$ cat src/rtl/uart_tx_scheduler.sv
// Round-robin scheduler sharing one uart transmitter between N_REQ requesters.
// Each grant becomes a two-word frame {tag, data} driven through the send_data/tx_ready handshake.
module uart_tx_scheduler #(
  parameter int          N_REQ        = 4,
  parameter logic [15:0] TAG_BASE     = 16'hA500,
  parameter int          BUSY_TIMEOUT = 64
) (
  input  logic                       clk,
  input  logic                       reset_n,
  input  logic [N_REQ-1:0]           req,
  input  logic [N_REQ-1:0][15:0]     req_data,
  output logic [N_REQ-1:0]           ack,
  output logic [$clog2(N_REQ)-1:0]   grant_id,
  output logic                       busy,
  output logic                       timeout_err,
  output logic                       send_data,
  output logic [1:0][15:0]           tx_nums,
  input  logic                       tx_ready,
  output logic [2:0]                 dbg_state_o
);

  localparam int ID_W  = $clog2(N_REQ);
  localparam int CNT_W = $clog2(BUSY_TIMEOUT + 1);

  // Handshake: send_data is a one-cycle start strobe; tx_ready high means the uart is idle,
  // falls once it accepts the frame and rises again when the frame has left the wire.
  typedef enum logic [2:0] {
    S_IDLE      = 3'd0,
    S_GRANT     = 3'd1,
    S_SEND      = 3'd2,
    S_WAIT_BUSY = 3'd3,
    S_WAIT_DONE = 3'd4,
    S_ACK       = 3'd5
  } state_e;

  state_e            state_q, state_d;
  logic [ID_W-1:0]   last_q, last_d;
  logic [ID_W-1:0]   grant_q, grant_d;
  logic [15:0]       tag_q, tag_d;
  logic [15:0]       data_q, data_d;
  logic [CNT_W-1:0]  cnt_q, cnt_d;
  logic              timeout_pulse;
  logic              pick_found;
  logic [ID_W-1:0]   pick_id;

  // Scan from the highest offset down so the nearest requester after last_q wins.
  always_comb begin
    int idx;
    pick_found = 1'b0;
    pick_id    = '0;
    idx        = 0;
    for (int i = N_REQ; i >= 1; i--) begin
      idx = int'(last_q) + i;
      if (idx >= N_REQ) idx = idx - N_REQ;
      if (req[idx[ID_W-1:0]]) begin
        pick_found = 1'b1;
        pick_id    = idx[ID_W-1:0];
      end
    end
  end

  always_ff @(posedge clk or negedge reset_n) begin
    if (!reset_n) begin
      state_q <= S_IDLE;
      last_q  <= ID_W'(N_REQ - 1);
      grant_q <= '0;
      tag_q   <= '0;
      data_q  <= '0;
      cnt_q   <= '0;
    end else begin
      state_q <= state_d;
      last_q  <= last_d;
      grant_q <= grant_d;
      tag_q   <= tag_d;
      data_q  <= data_d;
      cnt_q   <= cnt_d;
    end
  end

  always_comb begin
    state_d       = state_q;
    last_d        = last_q;
    grant_d       = grant_q;
    tag_d         = tag_q;
    data_d        = data_q;
    cnt_d         = cnt_q;
    timeout_pulse = 1'b0;
    case (state_q)
      S_IDLE: begin
        if (|req && tx_ready) state_d = S_GRANT;
      end
      S_GRANT: begin
        // A request withdrawn between IDLE and GRANT simply abandons the grant.
        if (pick_found) begin
          grant_d = pick_id;
          tag_d   = TAG_BASE | 16'(pick_id);
          data_d  = req_data[pick_id];
          last_d  = pick_id;
          state_d = S_SEND;
        end else begin
          state_d = S_IDLE;
        end
      end
      S_SEND: begin
        cnt_d   = '0;
        state_d = S_WAIT_BUSY;
      end
      S_WAIT_BUSY: begin
        if (!tx_ready) begin
          state_d = S_WAIT_DONE;
        end else if (cnt_q == CNT_W'(BUSY_TIMEOUT - 1)) begin
          timeout_pulse = 1'b1;
          state_d       = S_ACK;
        end else begin
          cnt_d = cnt_q + CNT_W'(1);
        end
      end
      S_WAIT_DONE: begin
        if (tx_ready) state_d = S_ACK;
      end
      S_ACK: begin
        state_d = S_IDLE;
      end
      default: begin
        state_d = S_IDLE;
      end
    endcase
  end

  assign send_data   = (state_q == S_SEND);
  assign busy        = (state_q != S_IDLE);
  assign timeout_err = timeout_pulse;
  assign ack         = (state_q == S_ACK) ? (N_REQ'(1) << grant_q) : '0;
  assign grant_id    = grant_q;
  assign tx_nums     = {data_q, tag_q};
  assign dbg_state_o = state_q;

endmodule

$ cat config.mk
export PLATFORM = sky130hd
export DESIGN_NAME = uart_tx_scheduler
export DESIGN_NICKNAME = d
export VERILOG_FILES = /design/src/rtl/uart_tx_scheduler.sv
export SDC_FILE = /design/constraint.sdc
export NUM_CORES = 1
export LEC_CHECK = 0
export CAP_MARGIN = 20
export CORE_ASPECT_RATIO = 0.5
export CORE_UTILIZATION = 41
export CTS_BUF_LIST = sky130_fd_sc_hd__clkbuf_4 sky130_fd_sc_hd__clkbuf_8
export DETAILED_ROUTE_END_ITERATION = 12
export PLACE_DENSITY = 0.9
export SLEW_MARGIN = 0
export SYNTH_ARGS = -nofsm -noshare
export SYNTH_HDL_FRONTEND = slang
export SYNTH_SLANG_ARGS = --single-unit
$ cat constraint.sdc
create_clock -name clk -period 2.7 [get_ports clk]
set_clock_uncertainty 0.05 [all_clocks]
set_input_delay 0.81 -clock clk [delete_from_list [all_inputs] [get_ports clk]]
set_output_delay 0.81 -clock clk [all_outputs]
set_load 0.05 [all_outputs]
==> results of run 1 <==
==> how the worst min path moves through the flow <==
| stage | start | end | slack, ns |
|---|---|---|---|
| after floorplan | last_q[0]$_DFFE_PN1P_ | last_q[0]$_DFFE_PN1P_ | 0.45 |
| after global placement | data_q[3]$_DFFE_PN0P_ | data_q[3]$_DFFE_PN0P_ | 0.45 |
| after detailed placement | data_q[13]$_DFFE_PN0P_ | data_q[13]$_DFFE_PN0P_ | 0.45 |
| after CTS | data_q[15]$_DFFE_PN0P_ | data_q[15]$_DFFE_PN0P_ | 0.47 |
| after global routing | data_q[0]$_DFFE_PN0P_ | data_q[0]$_DFFE_PN0P_ | 0.48 |
| final | data_q[15]$_DFFE_PN0P_ | data_q[15]$_DFFE_PN0P_ | 0.46 |
==> cell type report <==
| class | count | area, µm² |
|---|---|---|
| sequential | 31 | 778 |
| tap | 70 | 87.6 |
| multi-input combinational | 161 | 1260 |
| clock inverter | 2 | 35.0 |
| timing repair buffer | 119 | 1210 |
| fill | 362 | 1600 |
| clock buffer | 6 | 82.6 |
| inverter | 3 | 11.3 |
==> stage by stage <==
step           utilization (%)  std cells  hold slack, ns
2_1_floorplan                -        224           0.447
3_3_place_gp              66.1        384           0.446
3_5_place_dp              66.1        384           0.449
4_1_cts                   68.4        392           0.467
5_1_grt                   68.5        392           0.483
6_report                  68.5        392           0.463
==> critical path: cells and delay by family <==
kind	cells	cell delay, ns
and+or+nand+nor	2	0.28
buffers and inverters	2	0.63
==> cell usage in the layout, fill, tap and decap left out, drive strengths merged, types with 2 or more instances in the layout <==
cell type and n:
conb 10, clkbuf 6, mux2 17, buf 21, mux2i 17, nand2b 3
nor3b 3, a21o 2, nor2 8, a21oi 7, or3 4, dfstp 2
a221o 16, nand3 37, inv 3, dfrtp 29, o21ai 4, nand4b 2
nor2b 6, clkdlybuf4s50 98, nand2 6
==> layer usage <==
metal / vias to the layer above / routed length [µm]
met5: - / 0
met3: 27 / 347
met2: 88 / 3290
met1: 1032 / 2460
met4: 0 / 252
li1: 984 / -
==> flip-flops by register name, indices dropped and copies added (netlist names) <==
signal	count
tag_q	2
dbg_state_o	3
last_q	2
data_q	16
cnt_q	7
grant_id	1
==> power groups by stage <==
stage | Clock (µW) | Sequential, µW | Combinational, µW
6_report | 472 | 817 | 2440
3_3_place_gp | 0 | 805 | 2380
3_5_place_dp | 0 | 815 | 2440
5_1_grt | 502 | 838 | 2580
4_1_cts | 479 | 813 | 2450
2_1_floorplan | 0 | 1320 | 1210
==> logic make-up (layout without fill, tap and decap cells) <==
| family | Yosys count | in the layout | share of synthesized area, % |
|---|---|---|---|
| compound gates | 37 | 37 | 14.6 |
| flops | 31 | 31 | 34.9 |
| buf+inv | 32 | 130 | 10.8 |
| xor+xnor | 1 | 1 | 0.393 |
| simple gates | 78 | 78 | 20.5 |
| mux | 34 | 34 | 18.1 |
| other cells | 1 | 10 | 0.168 |
| fa+ha+maj | 1 | 1 | 0.562 |
==> timing repair <==
| action | CTS | global route |
|---|---|---|
| hold buffers | 0 | 0 |
| endpoints found under the setup margin | 0 | 1 |
| setup buffers | 0 | 0 |
| gates resized for setup | 0 | 1 |
==> implementation parameters, run 1 <==
Parameter                              Value

Status
  Run status    complete, no violations

Timing
  Setup_tns    0 ns
  Number of slew-limit violations in the final report    0
  Post-layout worst setup margin    around 0.12 ns
  Slew at the pin closest to its max-slew limit    ~0.77 ns
  Final period utilization    between 90% and 100%
  Highest attainable clock frequency    just under 0.4 GHz
  Final Hold Fails    0
  Worst relative slew slack    roughly half
  RSZ-0062 raised after global routing    false
  Post-route minimum period    approximately 2.6 ns
  Number of endpoints failing setup at the final stage    0

Worst setup path
  Startpoint of the worst register-to-register path    last_q[1]$_DFFE_PN1P_
  Critical Path Source    tx_ready
  Startpoint Class    input pin
  Maximum single-stage delay on the critical path    between 0.4 and 0.5 ns
  CP max-delay cell    clkdlybuf4s50_1
  WP data arrival    between 1.5 and 2 ns
  Cell-by-cell listing of the critical path    clkdlybuf4s50_1 -> nand3_1 -> nor2_2 -> buf_12
  Category of the critical setup timing path    input pin to primary output
  CP endpoint    timeout_err
  WP data required    1.84 ns
  Destination of the worst register-to-register timing path    data_q[7]$_DFFE_PN0P_
  R2R setup slack    a little over 0.5 ns
  Depth of the worst register-to-register path    6
  Worst setup EP type    primary output
  Maximum fanout count along the critical path    2

Synth
  Number of enable-type register cells in the synthesized netlist    0
  Cell type with the largest total area after synthesis    dfrtp_1
  Async SR Flop Fraction    between 90% and 100%
  Most instantiated flip-flop cell in the synthesis netlist    dfrtp_1
  Top-area cell type share of the netlist area    roughly a third
  Post-synthesis register bit count    31
  Sequential fraction of the synthesis area    34.9%
  Dominant cell by count in the synthesized netlist    nand3_1
  Top area cells in the synthesized netlist    dfrtp_1 33%, mux2i_1 7.6%, mux2_4 7.4%
  Gate Count Post-Synth    215
  Avg Cell Area, Syn    slightly above 10 µm²
  Area of the mapped netlist    between 0.002 and 0.0025 mm²
  Top post-synthesis cells by count    32 x nand3_1, 29 x dfrtp_1, 17 x mux2i_1, 16 x a221o_1, 15 x buf_4
  Count of different cell masters after synthesis    47
  Synth warnings    0

Clocking
  Clock tree from TritonCTS    built
  Maximum buffer depth of the clock tree    2
  Number of buffers inserted during clock tree synthesis    5
  Sinks on the clock net    31
  Clock transition time at the flip-flop clock pins of the worst setup and hold paths    0.06 ns
  Clock network latency to the later pin of the worst-skew pair    about 0.28 ns
  Root buffer cell    clkbuf_8
  Htree depth    2

Power and ir drop
  Total power    3730 µW
  Relative contribution of combinational cells to total power    around two thirds
  Net switching component of the power    approximately 1800 µW
  Clock Power Share    between 10% and 20%
  Sequential power share    a little over a fifth
  Peak supply drop    0.684 mV
  Cell leakage power    0.00145 µW
  Internal power of the cells    a little under 2000 µW
  Switching fraction of total power    between 40 and 50%
  Power per unit of standard cell area    about 1100 mW/mm²

Run
  Reported max-cap violation count    0

GRT
  GR Util met1    around 25%
  Met3 routing resource usage after global routing    under 10%
  Total congestion overflow after global routing    0
  Maximum number of pins on one net before global-route repair    36
  Global-route wire length before repair    9960 µm
  Initial antenna violation count    0
  All-layer global routing usage    between 20% and 30%
  Most used routing layer in global routing    met2
  Via count of the first global-routing pass    ~2200
  Met2 GRT Util    around 43%

Detailed routing
  Vias per cell    about 5.4
  Total via count in the routed design    between 2000 and 2500
  # DRC    0
  Violation count after the first detailed-route iteration    92
  Post-DR wirelength/cell    ~16 µm
  Final routed wirelength across all metal layers    approximately 6300 µm
  First-pass DRT Iterations    4
  ANT nets after route    0

Min path
  Hold Path Cell Cnt    1
  Type of the tightest min-delay check    flip-flop to flip-flop

Die
  Chip Width    between 100 and 150 µm
  Top-level I/O count    115
  DIE HEIGHT    around 54 µm
  Initial core utilization    between 40% and 50%
  CORE AREA    about 0.0051 mm²
  Die Outline Area    0.00575 mm²
  Row Count    18

Final layout
  Proportion of layout cells with a drive suffix above 1    approximately a fifth
  Fin nets    around 400
  Antenna diode count    0
  Design area    0.00347 mm²
  Synthesis-to-layout area growth    55.8%

Place
  Routability Congestion    0.781
  Worst-case setup slack after placement    -0.165 ns
  Count of input and output buffers    around 100
  HPWL Detailed    approximately 4800 µm
  Instance area at placement    roughly 0.0034 mm²
No activity file was read; power rests on OpenSTA's default activity.
==> run 2, diff against run 1 <==
Settings changed: SLEW_MARGIN 0 to 5.
==> results of run 2 <==
No change in the layout: final DEF, timing and power equal those of run 1.
==> run 3, diff against run 2 <==
Settings changed: CAP_MARGIN 20 to 25.
==> results of run 3 <==
No change in the layout: final DEF, timing and power equal those of run 1.
